===== src/rtl/axis_xfer_pkg.sv =====
// axis_xfer_pkg
//   Shared constants and helpers for the PS<->PL AXI-Stream width
//   converters (PS-to-PL packer and PL-to-PS serializer).
//   PL_AXIS_WIDTH : native PL-side word width
//   pl_ps_ratio() : number of PS beats per PL word
//   xfer_state_e  : holding-register state used by the converters
package axis_xfer_pkg;

  localparam int PL_AXIS_WIDTH = 256;

  function automatic int pl_ps_ratio(input int pl_w, input int ps_w);
    return pl_w / ps_w;
  endfunction

  typedef enum logic {
    XFER_EMPTY = 1'b0,
    XFER_FULL  = 1'b1
  } xfer_state_e;

endpackage


===== src/rtl/axis_pl_to_ps.sv =====
// axis_pl_to_ps
//   PL-to-PS return path. Takes one PL_AXIS_WIDTH word at a time from the
//   ps_clk read side of the CDC FIFO and emits it as RATIO beats of
//   PS_AXIS_WIDTH bits, most-significant slice first. Raises m_axis_tlast
//   on the final beat of every pkt_len-word packet (pkt_len 0 = endless).
//
// Ports
//   ps_clk, rst        : clock, asynchronous active-low reset
//   s_axis_*           : PL word input (tdata/tvalid/tready)
//   m_axis_*           : PS beat output (tdata/tvalid/tready/tlast)
//   pkt_len            : packet length in PL words, sampled at packet start
//   busy               : word held or packet partially sent
module axis_pl_to_ps #(
  parameter int PS_AXIS_WIDTH = 32,
  parameter int PL_AXIS_WIDTH = axis_xfer_pkg::PL_AXIS_WIDTH
) (
  input  logic                     ps_clk,
  input  logic                     rst,
  input  logic [PL_AXIS_WIDTH-1:0] s_axis_tdata,
  input  logic                     s_axis_tvalid,
  output logic                     s_axis_tready,
  output logic [PS_AXIS_WIDTH-1:0] m_axis_tdata,
  output logic                     m_axis_tvalid,
  input  logic                     m_axis_tready,
  output logic                     m_axis_tlast,
  input  logic [15:0]              pkt_len,
  output logic                     busy
);
  import axis_xfer_pkg::*;

  localparam int RATIO = pl_ps_ratio(PL_AXIS_WIDTH, PS_AXIS_WIDTH);
  localparam int SW    = (RATIO > 1) ? $clog2(RATIO) : 1;
  localparam logic [SW-1:0] LAST_SLICE = SW'(RATIO - 1);

  if ((PL_AXIS_WIDTH % PS_AXIS_WIDTH) != 0 || RATIO < 2) begin : g_param_check
    $error("axis_pl_to_ps: PS_AXIS_WIDTH must divide PL_AXIS_WIDTH with ratio >= 2");
  end

  xfer_state_e              state_q, state_d;
  logic [PL_AXIS_WIDTH-1:0] hold_q, hold_d;
  logic [SW-1:0]            slice_q, slice_d;
  logic [15:0]              pkt_idx_q, pkt_idx_d;
  logic [15:0]              len_q, len_d;

  logic loaded, last_slice, beat_acc, word_done, pkt_end, load;

  assign loaded     = (state_q == XFER_FULL);
  assign last_slice = (slice_q == LAST_SLICE);
  assign beat_acc   = loaded && m_axis_tready;
  assign word_done  = beat_acc && last_slice;
  assign pkt_end    = (len_q != 16'd0) && (pkt_idx_q == len_q - 16'd1);

  // Accept the next word in the same cycle the last slice leaves, so
  // consecutive words stream with no bubble.
  assign s_axis_tready = !loaded || (last_slice && m_axis_tready);
  assign load          = s_axis_tvalid && s_axis_tready;

  assign m_axis_tvalid = loaded;
  assign m_axis_tdata  = hold_q[PL_AXIS_WIDTH-1 -: PS_AXIS_WIDTH];
  assign m_axis_tlast  = loaded && last_slice && pkt_end;
  assign busy          = loaded || (pkt_idx_q != 16'd0);

  always_comb begin
    state_d   = state_q;
    hold_d    = hold_q;
    slice_d   = slice_q;
    pkt_idx_d = pkt_idx_q;
    len_d     = len_q;

    if (word_done) begin
      if (len_q == 16'd0 || pkt_end) pkt_idx_d = 16'd0;
      else                           pkt_idx_d = pkt_idx_q + 16'd1;
    end

    if (load) begin
      hold_d  = s_axis_tdata;
      slice_d = '0;
      state_d = XFER_FULL;
      // Use the post-update index: a word reloaded on the tlast beat
      // starts a new packet and must pick up the current pkt_len.
      if (pkt_idx_d == 16'd0) len_d = pkt_len;
    end else if (beat_acc) begin
      // After the final shift the register is all zero, so tdata idles at 0.
      hold_d  = hold_q << PS_AXIS_WIDTH;
      slice_d = slice_q + 1'b1;
      if (last_slice) begin
        state_d = XFER_EMPTY;
        slice_d = '0;
      end
    end
  end

  always_ff @(posedge ps_clk or negedge rst) begin
    if (!rst) begin
      state_q   <= XFER_EMPTY;
      hold_q    <= '0;
      slice_q   <= '0;
      pkt_idx_q <= '0;
      len_q     <= '0;
    end else begin
      state_q   <= state_d;
      hold_q    <= hold_d;
      slice_q   <= slice_d;
      pkt_idx_q <= pkt_idx_d;
      len_q     <= len_d;
    end
  end

endmodule


===== config.mk =====
export PLATFORM = sky130hd
export DESIGN_NAME = axis_pl_to_ps
export DESIGN_NICKNAME = d
export VERILOG_FILES = /design/src/rtl/axis_xfer_pkg.sv /design/src/rtl/axis_pl_to_ps.sv
export SDC_FILE = /design/constraint.sdc
export NUM_CORES = 1
export LEC_CHECK = 0
export BUFFER_PORTS_ARGS = -buffer_cell sky130_fd_sc_hd__buf_2
export CORE_AREA = 4 4 132 230
export DETAILED_ROUTE_END_ITERATION = 10
export DIE_AREA = 0 0 136 234
export HOLD_SLACK_MARGIN = 0.15
export PLACE_DENSITY = 0.8
export SKIP_LAST_GASP = 1
export SLEW_MARGIN = 15
export SYNTH_ARGS = -nofsm -noshare
export SYNTH_HDL_FRONTEND = slang
export SYNTH_SLANG_ARGS = --single-unit

===== constraint.sdc =====
create_clock -name ps_clk -period 2.9 [get_ports ps_clk]
set_clock_uncertainty 0.15 [all_clocks]
set_input_delay 0.29 -clock ps_clk [delete_from_list [all_inputs] [get_ports ps_clk]]
set_output_delay 0.29 -clock ps_clk [all_outputs]
set_load 0.05 [all_outputs]

==> flow_metrics.env <==
export IMPL_status="complete, but fails checks"
export IMPL_violations="negative setup slack"
export IMPL_mostFrequentLayoutCell="buf_2"
export IMPL_final_cell_count_no_fill=2349
export IMPL_hp_class="reg -> reg"
export IMPL_slew_violations=0
export IMPL_period_minus_slack_ps=3280
export IMPL_synthMuxAreaShare=0.179
export IMPL_endpoint_kind="output port"
export IMPL_cp_data_required_time_ps=2460
export IMPL_nets=2222
export IMPL_endpoint="m_axis_tlast"
export IMPL_rows=82
export IMPL_die_w_um=136
export IMPL_crit_path_max_fanout=3
export IMPL_placed_cells=2004
export IMPL_wl_per_cell_um=21.7
export IMPL_placed_cell_area_um2=16500
export IMPL_cts_sinks=292
export IMPL_synth_cell_type_count=63
export IMPL_p_leak_nw=8.90
export IMPL_grt_max_degree=179
export IMPL_drive_above_1_share=0.261
export IMPL_clock_latency_ps=560
export IMPL_arrival_ps=2840
export IMPL_initial_utilization=0.496
export IMPL_final_area_um2=20300
export IMPL_synth_seq_cells=292
export IMPL_coreArea_um2=28400
export IMPL_syn_instance_count=1352
export IMPL_synth_edff_count=0
export IMPL_power_density_nw_per_um2=678
export IMPL_cts_made_buffers=27
export IMPL_syn2layout_area_growth_pct=44.0
export IMPL_holdWs_ps=327
export IMPL_die_h_um=234
export IMPL_cts_tree="done"
export IMPL_crit_path_start="len_q[1]$_DFFE_PN0P_"
export IMPL_yosys_warnings=0
export IMPL_grtUsageTotal=0.311
export IMPL_worstReg2RegStart="slice_q[1]$_DFFE_PN0P_"
export IMPL_finalWirelength_mm=51.0
export IMPL_drt_first_iter_violations=995
export IMPL_num_vias=13300
export IMPL_cts_htree_levels=1
export IMPL_dr_pass1_iters=5
export IMPL_grt_pass1_vias=14400
export IMPL_yosys_most_used_dff="dfrtp_1"
export IMPL_final_util=0.715
export IMPL_synth_xor_area_share=0.0199
export IMPL_crit_path_start_kind="flip-flop"
export IMPL_cts_buffer_depth=3
export IMPL_fp_dieArea_um2=31800
export IMPL_fmax_mhz=305
export IMPL_path_class="reg -> out"
export IMPL_root_buffer="clkbuf_16"
export IMPL_synth_simple_area_share=0.108
export IMPL_ios=312
export IMPL_regToRegEndpoint="len_q[3]$_DFFE_PN0P_"
export IMPL_routabilityCongestion=0.883
export IMPL_tightest_slew_ps=699
export IMPL_synth_compound_area_frac=0.122
export IMPL_hold_viol=0
export IMPL_max_vdd_ir_drop_mv=0.572
export IMPL_vias_per_cell=5.66
export IMPL_yosysSeqAreaShare=0.518
export IMPL_rsz0062_at_grt="yes"
export IMPL_slew_headroom=0.534
export IMPL_clk_pin_slew_ps=60
export IMPL_synth_nets=1633
export IMPL_final_cell_mix="buf_2 (309), dfrtp_1 (291), dlygate4sd3_1 (278)"
export IMPL_setup_violations_final=31
export IMPL_grt_pass1_wl_mm=77.1
export IMPL_place_ws_ps=-233
export IMPL_fin_ws_ps=-378
export IMPL_ant_nets=0
export IMPL_drv_cap=0
export IMPL_dp_hpwl_mm=27.3
export IMPL_syn_area_um2=14100
export IMPL_worst_r2r_setup_slack_ps=-320
export IMPL_grt_overflow_total=0
export IMPL_synth_adder_area_share=0.00443
export IMPL_drc=0
export IMPL_port_buffers=311
export IMPL_async_flop_share=1.00
export IMPL_antenna_found_initial=8
export IMPL_fin_crit_sh=1.13
export IMPL_synth_top_family_by_area="multiplexers"
export IMPL_synth_area_per_cell_um2=10.4
export IMPL_reg2regPathDepth=11
[worst min-delay path by stage]
stage,startpoint,end,slack (ps),depth (start not counted)
3_3_place_gp,rst,len_q[10]$_DFFE_PN0P_,120,1
5_1_grt,hold_q[230]$_DFFE_PN0P_,hold_q[230]$_DFFE_PN0P_,350,2
6_report,hold_q[62]$_DFFE_PN0P_,hold_q[62]$_DFFE_PN0P_,330,2
3_5_place_dp,rst,len_q[10]$_DFFE_PN0P_,140,1
4_1_cts,s_axis_tdata[12],hold_q[12]$_DFFE_PN0P_,310,3
2_1_floorplan,rst,hold_q[0]$_DFFE_PN0P_,-160,0
[what timing repair did]
item                                    in CTS  in global routing
pin swaps                                    9                  1
buffers inserted                             3                  4
endpoints found under the setup margin      18                 33
hold buffers                               278                  0
gates cloned                                 0                  2
resized for setup                           18                 19
hold endpoints to repair                   569                  0
[kinds of logic after synthesis]
group	count (synthesis)
compound gates	295
xor+xnor	32
fa+ha+maj	5
buf+inv	141
flops	292
mux	246
simple gates	341
[critical path, cell delays in order, from the launching register on]
cell and delay [ps]:
dfrtp_1 380, inv_2 80, ha_4 160, buf_12 100, or4b_4 460, o21ai_2 170, a21o_1 130, and3_4 210
nor2_2 40, a211oi_2 160, and4_4 260, buf_8 140
[cells in the mapped netlist (all sizes together) (12+ instances only)]
| cell type | n | share of area |
|---|---|---|
| dfrtp | 292 | 0.52 |
| nand2 | 242 | 0.064 |
| o21ai | 231 | 0.082 |
| mux2i | 229 | 0.16 |
| buf | 71 | 0.030 |
| clkbuf | 59 | 0.016 |
| a22o | 33 | 0.020 |
| nor2 | 23 | 0.0061 |
| xnor2 | 23 | 0.014 |
| mux2 | 17 | 0.016 |
| nand4 | 16 | 0.0075 |
| nor3 | 13 | 0.0053 |
| nand3 | 12 | 0.0050 |
[final cells by class]
type,instances,area (um^2)
fill,1786,8110
sequential,292,7310
multi-input combinational,919,6290
timing repair buffer,690,5350
clock buffer,40,754
tap,378,473
clock inverter,6,61.3
inverter,11,41.3
antenna,13,32.5
[flip-flops by register name (all words and copies together) (netlist names)]
| name | cells |
|---|---|
| hold_q | 256 |
| m_axis_tvalid | 1 |
| slice_q | 3 |
| pkt_idx_q | 16 |
| len_q | 16 |
[metal layers]
| metal | wire length, um | track usage | part of all wire |
|---|---|---|---|
| met2 | 26500 | 0.556 | 0.52 |
| met5 | 13 | 0 | 0.00026 |
| met4 | 3590 | 0.190 | 0.071 |
| met3 | 3410 | 0.0562 | 0.067 |
| met1 | 17400 | 0.338 | 0.34 |
[where the power goes]
part	switching (W)	internal (W)
logic	0.00265	0.00185
clock network	0.00161	0.00188
registers	0.000737	0.00505
[metrics by stage]
step | power (W) | setup TNS (ps)
final | 0.0138 | -5500
after global routing | 0.0144 | -9860
after CTS | 0.0134 | -4270
after detailed placement | 0.00960 | -3620
after global placement | 0.00943 | -3010
after floorplan | 0.00839 | -2120
No activity file was read; power rests on OpenSTA's default activity.
